--- config.mk ---
export PLATFORM = sky130hd
export DESIGN_NAME = sd_sector_sched
export DESIGN_NICKNAME = d
export VERILOG_FILES = /design/src/rtl/sd_sector_sched.sv
export SDC_FILE = /design/constraint.sdc
export NUM_CORES = 1
export LEC_CHECK = 0
export ABC_AREA = 1
export CAP_MARGIN = 5
export CELL_PAD_IN_SITES_DETAIL_PLACEMENT = 0
export CELL_PAD_IN_SITES_GLOBAL_PLACEMENT = 1
export CORE_ASPECT_RATIO = 0.8
export CORE_MARGIN = 10
export CORE_UTILIZATION = 34
export CTS_CLUSTER_DIAMETER = 100
export DETAILED_ROUTE_END_ITERATION = 7
export PLACE_DENSITY_LB_ADDON = 0.08
export SKIP_LAST_GASP = 1
export SYNTH_ARGS = -nofsm -noshare
export SYNTH_HDL_FRONTEND = slang
export SYNTH_SLANG_ARGS = --single-unit
--- constraint.sdc ---
create_clock -name clk_ref -period 1.9 [get_ports clk_ref]
set_clock_uncertainty 0.05 [all_clocks]
set_input_delay 0.57 -clock clk_ref [delete_from_list [all_inputs] [get_ports clk_ref]]
set_output_delay 0.57 -clock clk_ref [all_outputs]
set_load 0.1 [all_outputs]
--- src/rtl/sd_sector_sched.sv ---
// Sector-run sequencer in front of the SD read port: one load request becomes a
// paced series of rd_start_en pulses with start watchdog/retry. Option: SD_SCHED_WORDCHK_EN.
module sd_sector_sched #(
    parameter int SEC_CNT_W = 16,
    parameter int GAP_CYC   = 8,
    parameter int TMO_CYC   = 1024,
    parameter int RETRY_MAX = 3
) (
    input  logic                 clk_ref,
    input  logic                 rst,
    input  logic                 sd_init_done,
    input  logic                 load_req,
    input  logic [31:0]          base_addr,
    input  logic [SEC_CNT_W-1:0] sec_cnt,
    input  logic                 rd_busy,
`ifdef SD_SCHED_WORDCHK_EN
    input  logic                 rd_val_en,
`endif
    output logic                 rd_start_en,
    output logic [31:0]          rd_sec_addr,
    output logic                 load_busy,
    output logic                 load_done,
    output logic                 load_err,
    output logic [SEC_CNT_W-1:0] sec_idx
);

    localparam int TMO_W = $clog2(TMO_CYC + 1);
    localparam int GAP_W = $clog2(GAP_CYC + 1);
    localparam int RTY_W = (RETRY_MAX < 1) ? 1 : $clog2(RETRY_MAX + 1);

    typedef enum logic [2:0] {
        S_IDLE, S_WAIT_INIT, S_ISSUE, S_WAIT_HI, S_WAIT_LO, S_GAP, S_DONE, S_ERR
    } state_t;

    state_t               state, state_nxt;
    logic [SEC_CNT_W-1:0] cnt_q;
    logic [TMO_W-1:0]     tmo_cnt;
    logic [GAP_W-1:0]     gap_cnt;
    logic [RTY_W-1:0]     retry_cnt;

    logic accept, sec_fin, retry, set_err;
    logic active, can_retry, words_ok;

    assign active    = state inside {S_ISSUE, S_WAIT_HI, S_WAIT_LO, S_GAP};
    assign can_retry = retry_cnt < RTY_W'(RETRY_MAX);

`ifdef SD_SCHED_WORDCHK_EN
    // A full 512-byte sector arrives as exactly 256 word strobes.
    logic [8:0] wcnt;
    logic [9:0] wsum;
    assign wsum     = {1'b0, wcnt} + {9'd0, rd_val_en};
    assign words_ok = (wsum == 10'd256);

    always_ff @(posedge clk_ref or negedge rst) begin
        if (!rst) begin
            wcnt <= '0;
        end else if (state == S_ISSUE) begin
            wcnt <= '0;
        end else if ((state == S_WAIT_HI || state == S_WAIT_LO) && rd_val_en && wcnt != 9'h1FF) begin
            wcnt <= wcnt + 9'd1;
        end
    end
`else
    assign words_ok = 1'b1;
`endif

    always_ff @(posedge clk_ref or negedge rst) begin
        if (!rst) state <= S_IDLE;
        else      state <= state_nxt;
    end

    always_comb begin
        state_nxt = state;
        accept    = 1'b0;
        sec_fin   = 1'b0;
        retry     = 1'b0;
        set_err   = 1'b0;
        case (state)
            S_IDLE: begin
                if (load_req) begin
                    if (sec_cnt != '0) begin
                        accept    = 1'b1;
                        state_nxt = S_WAIT_INIT;
                    end else begin
                        state_nxt = S_DONE;
                    end
                end
            end
            S_WAIT_INIT: if (sd_init_done) state_nxt = S_ISSUE;
            // Hold off the pulse while a stale read is still in flight.
            S_ISSUE: if (!rd_busy) state_nxt = S_WAIT_HI;
            S_WAIT_HI: begin
                if (rd_busy) begin
                    state_nxt = S_WAIT_LO;
                end else if (tmo_cnt == TMO_W'(TMO_CYC - 1)) begin
                    if (can_retry) begin
                        retry     = 1'b1;
                        state_nxt = S_ISSUE;
                    end else begin
                        set_err   = 1'b1;
                        state_nxt = S_ERR;
                    end
                end
            end
            S_WAIT_LO: begin
                if (!rd_busy) begin
                    if (!words_ok) begin
                        if (can_retry) begin
                            retry     = 1'b1;
                            state_nxt = S_ISSUE;
                        end else begin
                            set_err   = 1'b1;
                            state_nxt = S_ERR;
                        end
                    end else begin
                        sec_fin   = 1'b1;
                        state_nxt = (sec_idx + SEC_CNT_W'(1) == cnt_q) ? S_DONE : S_GAP;
                    end
                end
            end
            S_GAP:  if (gap_cnt == GAP_W'(GAP_CYC - 1)) state_nxt = S_ISSUE;
            S_DONE: state_nxt = S_IDLE;
            S_ERR:  state_nxt = S_IDLE;
            default: state_nxt = S_IDLE;
        endcase
        // Card loss overrides whatever the read sequence was about to do.
        if (active && !sd_init_done) begin
            state_nxt = S_ERR;
            set_err   = 1'b1;
            retry     = 1'b0;
            sec_fin   = 1'b0;
        end
    end

    always_ff @(posedge clk_ref or negedge rst) begin
        if (!rst) begin
            cnt_q       <= '0;
            rd_sec_addr <= '0;
            sec_idx     <= '0;
            load_err    <= 1'b0;
            retry_cnt   <= '0;
            tmo_cnt     <= '0;
            gap_cnt     <= '0;
        end else begin
            if (accept) begin
                cnt_q       <= sec_cnt;
                rd_sec_addr <= base_addr;
                sec_idx     <= '0;
                load_err    <= 1'b0;
                retry_cnt   <= '0;
            end
            if (set_err) load_err  <= 1'b1;
            if (retry)   retry_cnt <= retry_cnt + RTY_W'(1);
            if (sec_fin) begin
                sec_idx     <= sec_idx + SEC_CNT_W'(1);
                rd_sec_addr <= rd_sec_addr + 32'd1;
                retry_cnt   <= '0;
            end
            if (state == S_ISSUE)        tmo_cnt <= '0;
            else if (state == S_WAIT_HI) tmo_cnt <= tmo_cnt + TMO_W'(1);
            if (state == S_GAP) gap_cnt <= gap_cnt + GAP_W'(1);
            else                gap_cnt <= '0;
        end
    end

    assign rd_start_en = (state == S_ISSUE) && sd_init_done && !rd_busy;
    assign load_busy   = active || (state == S_WAIT_INIT);
    assign load_done   = (state == S_DONE);

endmodule

==> results.json <==
{
  "outcome": "finished, violations left",
  "violations": "setup timing",
  "r2r_cells": 11,
  "antenna_found_initial": 0,
  "wl_per_cell_um": 17.3,
  "clock_latency_ps": 350,
  "ios": 105,
  "overflow": 0,
  "core-area_mm2": 0.0156,
  "r2r-end": "rd_sec_addr[20]",
  "synth_top_area_share_pct": 39.5,
  "cts_max_level": 3,
  "final_max_slew_viol_count": 0,
  "timing.final.crit_share_pct": 113,
  "hold_buffers": 0,
  "rsz0062_at_grt": "yes",
  "cp_data_arrival_time_ps": 1540,
  "drtIter0Drc": 417,
  "ff2ff_setup_slack_ps": -210,
  "tightest_slew_ps": 495,
  "viasPerCell": 5.12,
  "fin_nets": 1115,
  "grtUsageTotal_pct": 19.5,
  "portBuffers": 104,
  "synthFlopType": "dfrtp_1",
  "drc": 0,
  "finalCriticalPeriod_ps": 2160,
  "yosysTopAreaCell": "dfrtp_1",
  "seq_area_frac_synth_pct": 39.5,
  "hpwl_um": 14900,
  "clockBufferDepth": 2,
  "slowest_delay_ps": 420,
  "path_cells": "buf_6 -> nor2_4 -> buf_6 -> nand2_4 -> nor3_4 -> buf_12",
  "synth_edf_count": 0,
  "critPathSlowestCell": "dfrtp_1",
  "syn_inst": 783,
  "grt_pass1_vias": 6475,
  "power_frac_comb_pct": 69.8,
  "path_class": "reg -> out",
  "cts_buffers": 9,
  "drt_pass1_iterations": 5,
  "p_clk_share_pct": 10.1,
  "drt-total-wl_um": 22100,
  "diodes": 0,
  "synth.most_common_cell": "nand2_1",
  "rr_startpoint": "rd_sec_addr[0]",
  "cp-start-kind": "register",
  "clk_pin_slew_worst_paths_ps": 70,
  "finalHoldViolCount": 0,
  "syn_avg_cell_area_um2": 6.88,
  "stdcell_area_mm2": 0.00997,
  "routabilityCongestion": 0.900,
  "p_int_mw": 8.96,
  "peakVddDrop_v": 0.00129,
  "postPlaceCellArea_mm2": 0.00841,
  "cts_tree": "yes",
  "yosys_warnings": 0,
  "max_freq_ghz": 0.464,
  "max_cap_violations": 0,
  "path_max_fanout": 2,
  "dieWidth_um": 161,
  "grt_max_degree": 86,
  "setup_viol_count_final": 63,
  "crit_buf_inv": 3,
  "syn_to_final_growth_pct": 85.0,
  "ys_top_cells_by_area": "dfrtp_1 (39%), nand2_1 (15%), nand3_1 (7.8%)",
  "synthArstFlopShare_pct": 100,
  "place_inst": 1206,
  "drive_gt1_share_pct": 43.0,
  "finalWorstSetupSlack_ps": -255,
  "dieArea_mm2": 0.0213,
  "seqPwrFrac_pct": 20.1,
  "rows": 41,
  "endpoint_kind": "output pin",
  "synth-seq-cells": 85,
  "startpoint": "state[2]",
  "fin_tns_setup_ps": -6510,
  "synth_cell_types": 40,
  "hp-class": "in -> async",
  "synth_nets": 841,
  "clock-root-buffer": "clkbuf_16",
  "die_h_um": 133,
  "syn_area_mm2": 0.00539,
  "power.density_mw_per_mm2": 1870,
  "cts_sinks": 85,
  "crit_path_frequent_cell": "buf_6",
  "synth_common_cells": "nand2_1 (211), inv_1 (101), dfrtp_1 (85)",
  "ant_nets": 0,
  "path_delay_family": "buffers and inverters",
  "p_leak_nw": 4.52,
  "dr_total_vias": 6534,
  "slew_headroom_pct": 67.0,
  "nFillCells": 1301,
  "p_sw_mw": 9.65,
  "dp_slack_ps": -716,
  "stdcell_count": 1277,
  "final_util_pct": 63.7,
  "swShare_pct": 51.8,
  "start_util_pct": 34.5,
  "grt_pass1_wl_um": 34000,
  "critPathRequiredTime_ps": 1280
}
==> stage by stage <==
step	hold WS (ps)	power [mW]
final	192	18.6
after global routing	232	19.5
after CTS	228	17.7
after detailed placement	401	15.0
after global placement	389	14.8
after floorplan	224	10.1
==> routing by layer <==
layer | up-vias | routed length (um) | GRT usage (%)
li1 | 3181 | - | -
met1 | 3146 | 9800 | 25.3
met2 | 192 | 10900 | 32.5
met3 | 15 | 1170 | 3.72
met4 | 0 | 262 | 4.99
met5 | - | 0 | 0
==> logic make-up after synthesis <==
family                     Yosys count  synth area share [%]
muxes                                2                 0.395
buffers and inverters              124                  8.82
xor gates and xnor gates            10                  1.62
DFF                                 85                  39.5
AOI/OAI and AO/OA                  115                  12.6
adders and majority gates            5                  1.16
and+or+nand+nor                    442                  35.9
==> registers in the layout, indices dropped and copies added, names as in the netlist <==
name	flops
state	3
retry_cnt	2
tmo_cnt	11
cnt_q	16
load_err	1
sec_idx	16
gap_cnt	4
rd_sec_addr	32
==> what timing repair did <==
item,4_1_cts,5_1_grt
endpoints found under the hold margin,0,0
setup endpoints to repair,73,74
pin swaps,29,52
buffers inserted,28,25
gates resized for setup,94,163
gates cloned,7,3
==> power groups by stage <==
| stage | Combinational, mW | Clock (mW) | Sequential, mW |
|---|---|---|---|
| after global placement | 11.2 | 0 | 3.69 |
| after CTS | 12.1 | 1.91 | 3.68 |
| after global routing | 13.7 | 1.99 | 3.84 |
| final | 13.0 | 1.88 | 3.73 |
| after detailed placement | 11.3 | 0 | 3.70 |
| after floorplan | 3.04 | 0 | 7.09 |
==> worst max-delay path by stage <==
stage,endpoint,slack [ps],depth (start not counted)
2_1_floorplan,rd_start_en,-230,4
3_3_place_gp,rd_sec_addr[11],-620,9
3_5_place_dp,sec_idx[14],-720,9
4_1_cts,rd_start_en,-300,6
5_1_grt,state[1],-340,13
6_report,rd_start_en,-260,6
==> cells in the final DEF, fill, tap and decap left out, drive strengths merged, types with 13 or more instances in the layout <==
cell	netlist	final
dfrtp	85	85
nand3	84	84
clkdlybuf4s50	0	33
nor3	24	24
inv	107	110
o21ai	55	55
nand2	211	211
nor2	83	83
buf	6	224
o211ai	13	13
clkbuf	11	24
o22ai	13	13
a21oi	14	14
nand4	22	22
==> final cells by class <==
type | count | area, um^2 | share of cell area (%)
Multi-Input combinational cell | 574 | 3540 | 35.6
Timing Repair Buffer | 278 | 3130 | 31.4
Sequential cell | 85 | 2260 | 22.6
Inverter | 107 | 438 | 4.39
Tap cell | 215 | 269 | 2.70
Clock buffer | 10 | 239 | 2.40
Clock inverter | 6 | 68.8 | 0.690
Timing Repair inverter | 2 | 22.5 | 0.226
Power figures use the tool's default switching activity.
